**src/rtl/serial_add_pkg.sv**
```systemverilog
// ============================================================================
//  Module : serial_add_pkg
//  Brief  : Shared state encoding and width helper for the serial add sequencer
//  Rev    : 1.0  initial release
// ============================================================================
`default_nettype none

package serial_add_pkg;

  localparam logic [1:0] ST_IDLE = 2'd0;
  localparam logic [1:0] ST_RUN  = 2'd1;
  localparam logic [1:0] ST_DONE = 2'd2;

  typedef enum logic [1:0] {
    S_IDLE = ST_IDLE,
    S_RUN  = ST_RUN,
    S_DONE = ST_DONE
  } state_t;

  function automatic int cnt_width(input int width);
    return $clog2(width);
  endfunction

endpackage

`default_nettype wire

```
**src/rtl/serial_shift_reg.sv**
```systemverilog
// ============================================================================
//  Module : serial_shift_reg
//  Brief  : Parallel-load, right-shifting register with serial input at the MSB
//  Rev    : 1.0  initial release
// ============================================================================
`default_nettype none

module serial_shift_reg #(
  parameter int WIDTH = 16
) (
  input  logic             i_clk,
  input  logic             i_rst_n,
  input  logic             i_load,
  input  logic [WIDTH-1:0] i_load_val,
  input  logic             i_shift,
  input  logic             i_ser_in,
  output logic [WIDTH-1:0] o_q
);

  logic [WIDTH-1:0] r_q;

  // Load wins over shift so a fresh operand is never corrupted by a stale shift
  always_ff @(posedge i_clk or negedge i_rst_n) begin
    if (!i_rst_n) begin
      r_q <= '0;
    end else if (i_load) begin
      r_q <= i_load_val;
    end else if (i_shift) begin
      r_q <= {i_ser_in, r_q[WIDTH-1:1]};
    end
  end

  assign o_q = r_q;

endmodule

`default_nettype wire

```
**src/rtl/serial_add_sequencer.sv**
```systemverilog
// ============================================================================
//  Module : serial_add_sequencer
//  Brief  : Drives one external full-adder cell LSB-first over WIDTH-bit operands
//  Rev    : 1.0  initial release
// ============================================================================
`default_nettype none

module serial_add_sequencer
  import serial_add_pkg::*;
#(
  parameter int WIDTH = 16
) (
  input  logic             CLK,
  input  logic             RESETN,
  input  logic             IN_VALID,
  output logic             IN_READY,
  input  logic [WIDTH-1:0] A,
  input  logic [WIDTH-1:0] B,
  input  logic             SUB,
  output logic             OUT_VALID,
  input  logic             OUT_READY,
  output logic [WIDTH-1:0] SUM,
  output logic             CARRY,
  output logic             OVF,
  output logic             FA_I0,
  output logic             FA_I1,
  output logic             FA_CIN,
  input  logic             FA_O,
  input  logic             FA_COUT
);

  localparam int            CW         = cnt_width(WIDTH);
  localparam logic [CW-1:0] C_CNT_PEN  = CW'(WIDTH - 2);
  localparam logic [CW-1:0] C_CNT_LAST = CW'(WIDTH - 1);

  state_t           r_state;
  state_t           w_state_nxt;
  logic [CW-1:0]    r_count;
  logic             r_carry;
  logic             r_ovf_c;
  logic             r_carry_out;
  logic             r_ovf;

  logic             w_accept;
  logic             w_run;
  logic             w_last;
  logic [WIDTH-1:0] w_b_load;
  logic [WIDTH-1:0] w_a_q;
  logic [WIDTH-1:0] w_b_q;
  logic [WIDTH-1:0] w_sum_q;
  logic             w_unused;

  assign w_accept = (r_state == S_IDLE) && IN_VALID;
  assign w_run    = (r_state == S_RUN);
  assign w_last   = w_run && (r_count == C_CNT_LAST);
  assign w_b_load = SUB ? ~B : B;

  always_ff @(posedge CLK or negedge RESETN) begin
    if (!RESETN) begin
      r_state <= S_IDLE;
    end else begin
      r_state <= w_state_nxt;
    end
  end

  always_comb begin
    w_state_nxt = r_state;
    case (r_state)
      S_IDLE:  if (IN_VALID)  w_state_nxt = S_RUN;
      S_RUN:   if (w_last)    w_state_nxt = S_DONE;
      S_DONE:  if (OUT_READY) w_state_nxt = S_IDLE;
      default:                w_state_nxt = S_IDLE;
    endcase
  end

  // The carry into the MSB is captured one bit early so overflow is carry_in ^ carry_out of the sign bit
  always_ff @(posedge CLK or negedge RESETN) begin
    if (!RESETN) begin
      r_count     <= '0;
      r_carry     <= 1'b0;
      r_ovf_c     <= 1'b0;
      r_carry_out <= 1'b0;
      r_ovf       <= 1'b0;
    end else if (w_accept) begin
      r_count <= '0;
      r_carry <= SUB;
    end else if (w_run) begin
      r_count <= r_count + CW'(1);
      r_carry <= FA_COUT;
      if (r_count == C_CNT_PEN) begin
        r_ovf_c <= FA_COUT;
      end
      if (w_last) begin
        r_carry_out <= FA_COUT;
        r_ovf       <= r_ovf_c ^ FA_COUT;
      end
    end
  end

  serial_shift_reg #(.WIDTH(WIDTH)) u_a_sh (
    .i_clk      (CLK),
    .i_rst_n    (RESETN),
    .i_load     (w_accept),
    .i_load_val (A),
    .i_shift    (w_run),
    .i_ser_in   (1'b0),
    .o_q        (w_a_q)
  );

  serial_shift_reg #(.WIDTH(WIDTH)) u_b_sh (
    .i_clk      (CLK),
    .i_rst_n    (RESETN),
    .i_load     (w_accept),
    .i_load_val (w_b_load),
    .i_shift    (w_run),
    .i_ser_in   (1'b0),
    .o_q        (w_b_q)
  );

  serial_shift_reg #(.WIDTH(WIDTH)) u_sum_sh (
    .i_clk      (CLK),
    .i_rst_n    (RESETN),
    .i_load     (1'b0),
    .i_load_val ('0),
    .i_shift    (w_run),
    .i_ser_in   (FA_O),
    .o_q        (w_sum_q)
  );

  assign w_unused = ^{w_a_q[WIDTH-1:1], w_b_q[WIDTH-1:1]};

  assign IN_READY  = (r_state == S_IDLE);
  assign OUT_VALID = (r_state == S_DONE);
  assign SUM       = w_sum_q;
  assign CARRY     = r_carry_out;
  assign OVF       = r_ovf;

  // Gate the cell inputs outside RUN so the shared adder stays quiet
  assign FA_I0  = w_run & w_a_q[0];
  assign FA_I1  = w_run & w_b_q[0];
  assign FA_CIN = w_run & r_carry;

endmodule

`default_nettype wire

```
**config.mk**
```make
export PLATFORM = sky130hd
export DESIGN_NAME = serial_add_sequencer
export DESIGN_NICKNAME = d
export VERILOG_FILES = /design/src/rtl/serial_add_pkg.sv /design/src/rtl/serial_shift_reg.sv /design/src/rtl/serial_add_sequencer.sv
export SDC_FILE = /design/constraint.sdc
export NUM_CORES = 1
export LEC_CHECK = 0
export BUFFER_PORTS_ARGS = -buffer_cell sky130_fd_sc_hd__buf_2
export CAP_MARGIN = 10
export CORE_MARGIN = 2
export CORE_UTILIZATION = 45
export CTS_BUF_LIST = sky130_fd_sc_hd__clkbuf_8
export DETAILED_ROUTE_END_ITERATION = 7
export PLACE_DENSITY = 0.68
export SETUP_SLACK_MARGIN = 0.05
export SYNTH_ARGS = -nofsm -noshare
export SYNTH_HDL_FRONTEND = slang
export SYNTH_HIERARCHICAL = 1
export SYNTH_SLANG_ARGS = --single-unit
```
**constraint.sdc**
```tcl
create_clock -name CLK -period 1.7 [get_ports CLK]
set_input_delay 0.085 -clock CLK [delete_from_list [all_inputs] [get_ports CLK]]
set_output_delay 0.085 -clock CLK [all_outputs]
set_load 0.02 [all_outputs]
```
==> results.yml, run 1 <==
detailed_routing:
  ant_nets: 0
  drt-vias-per-instance: 4.712
  drc: 0
  drt_first_pass_iters: 4
  drt-total-wl_mm: 5.801
  dr_total_vias: 2191
  drt_first_iter_violations: 154
  wl_per_instance_um: 12.48
clock_network:
  clock-root-buffer: "sky130_fd_sc_hd__clkbuf_8"
  insertion_delay_to_the_later_sink_of_the_worst_skew_pair_ns: 0.34
  worst_case_clock_buffer_depth: 2
  cts_tree: "done"
  h-tree-depth: 3
  clock_sinks: 58
  clkSlewWorstSetupHoldPaths_ns: 0.06
  cts_inserted_buffers: 9
global_routing:
  wire_length_of_the_first_global_routing_pass_mm: 9.894
  grt.overflow.total: 0
  grt_pass1_vias: 2136
  antenna_violations_before_repair: 0
  grt_max_degree: 66
  grt_util_all_layers: 0.1806
job:
  max_cap_viol_count: 0
floorplanning:
  core_um2: 6241
  start_util: 0.4599
  dieArea_um2: 7033
  die_height_um: 83.87
  ioPinCount: 62
  row_count: 29
  die_width_um: 83.87
layout:
  layout.cells.non_filler: 465
  antenna_cells_inserted: 0
  final_area_um2: 3780
  filler_cell_count: 565
  areaGrowthSynthToFinish_pct: 31.69
  design.final.nets: 424
  finalCoreUtilization: 0.6057
  drive_gt1_frac: 0.2526
power:
  power.share.clock: 0.193
  design_power_total_mw: 5.719
  seq_power_share: 0.404
  power_spent_charging_and_discharging_nets_mw: 2.037
  p_int_mw: 3.682
  power_density_nw_per_um2: 1513
  max-vdd-ir-drop_mv: 0.8159
  p_comb_frac: 0.403
  static-leakage-power_nw: 1.988
  switching_share: 0.3562
synthesis:
  synth.yosys.seq_area_share: 0.5057
  synth.cell_area_um2: 2870
  yosysWarningCount: 6
  synth_register_bits: 58
  synthesis.instances: 271
  mean_instance_size_in_the_synthesized_netlist_um2: 10.59
  synth_cell_types: 26
sta:
  fin_worst_skew_ns: 0.01042
  grt_setup_unrepaired: "no"
  achievable-frequency_mhz: 644.7
  setup_viol_count_final: 0
  timing_max_transition_violations_final: 0
  final-hold-violation-count: 0
  period_share: 0.9124
  worst_slack_ns: 0.1489
  timing.final.crit_period_ns: 1.551
  fin_tns_setup_ns: 0
  whs_ns: 0.02521
min_path:
  hold_path_class: "primary input to register"
placement:
  gp_congestion: 0.7916
  placedCellCount: 417
  port-buffer-count: 61
  post_dp_cell_area_um2: 3276
  hpwl_mm: 3.424
  dp_worst_setup_slack_ns: 0.1774
setup_path:
  worst_ep_arrival_time_ns: 1.76
  worstPathRequired_ns: 1.91
  end_kind: "register"
  timing.critical_path.from_type: "register"
  critical_path_class: "register to register"
  critical_path.cell_chain: "or3b_1 -> clkinv_1 -> buf_12 -> o21ai_0"
  critical_path.max_stage_delay_ns: 0.48
  worstPathMaxFanout: 65
  crit_slowest_cell: "sky130_fd_sc_hd__or3b_1"
outcome:
  run_status: "completed"
[metal layers]
| layer | wire length (um) | global-route usage | share of wire |
|---|---|---|---|
| met5 | 0 | 0 | 0 |
| met1 | 2707 | 0.2413 | 0.47 |
| met2 | 2688 | 0.2691 | 0.46 |
| met4 | 120 | 0.09091 | 0.021 |
| met3 | 285 | 0.05143 | 0.049 |
[sequential cells by signal (all words and copies together) (netlist names), 2 cells and up]
register,flops
r_count,4
u_sum_sh/o_q,16
u_b_sh/o_q,16
u_a_sh/o_q,16
r_state,2
[repair_timing]
item / 4_1_cts / 5_1_grt
pin swaps: 0 / 0
setup buffers: 3 / 10
hold buffers: 18 / 0
endpoints found under the hold margin: 75 / 0
gates cloned: 1 / 0
gates resized for setup: 5 / 1
endpoints found under the setup margin: 3 / 14
[power groups by stage]
stage / Clock, mW / Combinational, mW / Sequential, mW
finish: 1.10 / 2.31 / 2.31
global route: 1.21 / 2.57 / 2.39
CTS: 1.15 / 2.18 / 2.31
detailed placement: 0 / 1.98 / 2.32
global placement: 0 / 1.93 / 2.31
floorplan: 0 / 1.53 / 2.37
[final cells by class]
class	count	area (um^2)	share of cell area
Clock buffer	10	137.6	0.03641
Clock inverter	6	33.78	0.008937
Inverter	4	17.52	0.004634
Multi-Input combinational cell	213	1348	0.3565
Sequential cell	58	1451	0.3840
Tap cell	77	96.34	0.02549
Timing Repair Buffer	97	695.7	0.1840
[worst max-delay path, delay by kind of cell (launching register included)]
family / cells / cell delay, ns
AND/OR/NAND/NOR: 1 / 0.48
AO/OA/AOI/OAI: 1 / 0.14
flip-flops: 1 / 0.43
buffers and inverters: 2 / 0.36
[synth_stat cells, drive strengths merged]
cell type	instances	area, um^2
or2b	1	7.510
or3b	1	8.760
and3	2	12.51
nand4	2	12.51
and2	3	18.77
dfrtp	58	1451
nand3b	1	7.510
inv	4	15.01
mux2i	49	490.5
xor2	17	148.9
ha	2	25.02
nand2	50	187.7
mux2	3	33.78
clkbuf	6	22.52
a221o	1	10.01
nand3	3	15.01
o21ai	53	265.3
conb	1	3.750
buf	12	123.9
nand2b	1	6.260
nor2	1	3.750
[layout by cell type, fill, tap and decap left out, drive strengths merged]
cell type / count
ha: 2
nand2: 50
mux2i: 49
clkinvlp: 2
nand2b: 1
clkinv: 4
dfrtp: 58
nand4: 2
mux2: 3
clkbuf: 10
bufbuf: 1
nor2: 1
and2: 3
a221o: 1
nand3: 3
nand3b: 1
and3: 2
buf: 78
xor2: 17
or2b: 1
dlygate4sd3: 18
inv: 4
o21ai: 53
conb: 23
or3b: 1
[cells by family (layout without fill, tap and decap cells)]
logic type	after synthesis	in the layout	share of synthesized area
and+or+nand+nor	65	65	0.09765
DFF	58	58	0.5057
AOI/OAI and AO/OA	54	54	0.09590
muxes	52	52	0.1826
buffers and inverters	22	117	0.05623
xor gates and xnor gates	17	17	0.05187
adders and majority gates	2	2	0.008717
other	1	23	0.001307
[worst paths after layout]
kind,startpoint,to,slack [ns],cells past startpoint
max reg2reg,r_state[0],u_b_sh/o_q[15],0.15,4
max in group asynchronous,RESETN,u_b_sh/o_q[4],1.16,3
min reg2reg,r_count[3],r_count[3],0.51,1
min,B[5],u_b_sh/o_q[5],0.03,4
min in group asynchronous,RESETN,u_a_sh/o_q[8],0.27,3
max,r_state[0],u_b_sh/o_q[15],0.15,4
(Power assumes the default switching activity.)
==> run 2, diff against run 1 <==
--- a/config.mk
+++ b/config.mk
@@ -11,8 +11,9 @@
 export CORE_UTILIZATION = 45
 export CTS_BUF_LIST = sky130_fd_sc_hd__clkbuf_8
 export DETAILED_ROUTE_END_ITERATION = 7
-export PLACE_DENSITY = 0.68
+export PLACE_DENSITY = 0.71
 export SETUP_SLACK_MARGIN = 0.05
+export SKIP_CTS_REPAIR_TIMING = 1
 export SYNTH_ARGS = -nofsm -noshare
 export SYNTH_HDL_FRONTEND = slang
 export SYNTH_HIERARCHICAL = 1
==> results.yml, run 2 (synthesized netlist as in run 1, its figures left out) <==
outcome:
  run_status: "finished, violations left"
  violations: "negative hold slack"
setup_path:
  worstPathRequired_ns: 1.62
  critical_path_class: "register to primary output"
  worst_ep_arrival_time_ns: 1.49
  critical-path-top-delay-family: "buffers and inverters"
  cp_num_buf_inv: 3
  critical_path.cell_chain: "nand2b_4 -> inv_8 -> buf_12 -> and2_1 -> buf_2"
  worstPathMaxFanout: 12
  crit_slowest_cell: "sky130_fd_sc_hd__dfrtp_1"
  end_kind: "primary output"
  timing.critical_path.from_type: "register"
  critical_path.max_stage_delay_ns: 0.40
power:
  power_density_nw_per_um2: 1553
  max-vdd-ir-drop_mv: 0.8332
  static-leakage-power_nw: 1.977
  design_power_total_mw: 5.841
floorplanning:
  start_util: 0.4599
  die_width_um: 83.87
  ioPinCount: 62
  core_um2: 6241
  dieArea_um2: 7033
  die_height_um: 83.87
  row_count: 29
sta:
  period_share: 0.9267
  timing.final.crit_period_ns: 1.575
  grt_setup_unrepaired: "yes"
  whs_ns: -0.03160
  fin_worst_skew_ns: 0.004747
  timing_max_transition_violations_final: 0
  achievable-frequency_mhz: 634.8
  final-hold-violation-count: 2
  setup_viol_count_final: 0
global_routing:
  antenna_violations_before_repair: 0
  grt_util_all_layers: 0.1672
  grt_pass1_vias: 2034
  wire_length_of_the_first_global_routing_pass_mm: 9.328
  grt.overflow.total: 0
  grt_max_degree: 66
clock_network:
  cts_tree: "done"
  clock_sinks: 58
  worst_case_clock_buffer_depth: 2
  h-tree-depth: 3
  clkSlewWorstSetupHoldPaths_ns: 0.06
  insertion_delay_to_the_later_sink_of_the_worst_skew_pair_ns: 0.34
  clock-root-buffer: "sky130_fd_sc_hd__clkbuf_8"
  cts_inserted_buffers: 9
layout:
  layout.cells.most_common: "sky130_fd_sc_hd__buf_2"
  areaGrowthSynthToFinish_pct: 31.08
  final_area_um2: 3762
  antenna_cells_inserted: 0
  most-common-layout-cells: "sky130_fd_sc_hd__buf_2, sky130_fd_sc_hd__dfrtp_1, sky130_fd_sc_hd__nand2_1"
  layout.cells.non_filler: 457
  filler_cell_count: 558
  drive_gt1_frac: 0.2447
  design.final.nets: 416
detailed_routing:
  drt_first_iter_violations: 104
  drc: 0
  drt-vias-per-instance: 4.718
  wl_per_instance_um: 13.05
  dr_total_vias: 2156
  ant_nets: 0
  drt-total-wl_mm: 5.962
  drt_first_pass_iters: 4
placement:
  post_dp_cell_area_um2: 3288
  hpwl_mm: 3.584
  placedCellCount: 417
  port-buffer-count: 61
  gp_congestion: 0.7380
job:
  max_cap_viol_count: 0
min_path:
  hold_path_class: "primary input to register"
-- run 2: where the power goes --
group	internal [mW]	total, mW	leakage (nW)	switching (mW)
combinational	1.10	2.26	1.16	1.16
clock	0.721	1.25	0.110	0.528
sequential	1.96	2.33	0.706	0.372
total	3.78	5.84	1.98	2.06
-- run 2: layout make-up --
| cell class | instances | area, um^2 | share of cell area |
|---|---|---|---|
| sequential | 58 | 1451 | 0.3858 |
| multi-input combinational | 213 | 1350 | 0.3588 |
| timing repair buffer | 89 | 640.6 | 0.1703 |
| clock buffer | 14 | 192.7 | 0.05121 |
| tap | 77 | 96.34 | 0.02561 |
| inverter | 4 | 22.52 | 0.005986 |
| clock inverter | 2 | 8.758 | 0.002328 |
-- run 2: path summary, 6_finish.rpt --
check | start | end | slack [ns] | cells after the start
max | r_state[1] | FA_I0 | 0.12 | 5
min | A[9] | u_a_sh/o_q[9] | -0.03 | 3
max reg2reg | r_state[0] | u_b_sh/o_q[15] | 0.19 | 5
min reg2reg | CARRY | CARRY | 0.51 | 1
max in group asynchronous | RESETN | u_b_sh/o_q[14] | 1.16 | 3
min in group asynchronous | RESETN | OVF | 0.28 | 3
-- run 2: stage by stage --
step | setup slack [ns] | hold slack [ns] | util | TNS, ns
final | 0.1246 | -0.03160 | 0.6028 | 0
after global routing | 0.03819 | -0.003965 | 0.6028 | 0
after CTS | -0.1253 | -0.2552 | 0.5591 | -0.2722
after detailed placement | 0.1564 | 0.1118 | 0.5269 | 0
after global placement | 0.2390 | 0.1081 | 0.5269 | 0
after floorplan | 0.1446 | -0.2106 | - | 0
-- run 2: routing by layer --
layer / global-route usage / routed length, um
met3: 0.06330 / 292
met5: 0 / 0
met2: 0.2589 / 2785
met1: 0.2166 / 2814
met4: 0.05718 / 70
-- run 2: worst register-to-register path, delay by kind of cell, from the launching register on --
| family | cells | cell delay (ns) |
|---|---|---|
| and+or+nand+nor | 2 | 0.57 |
| buffers and inverters | 2 | 0.33 |
| DFF | 1 | 0.45 |
| AOI/OAI and AO/OA | 1 | 0.08 |
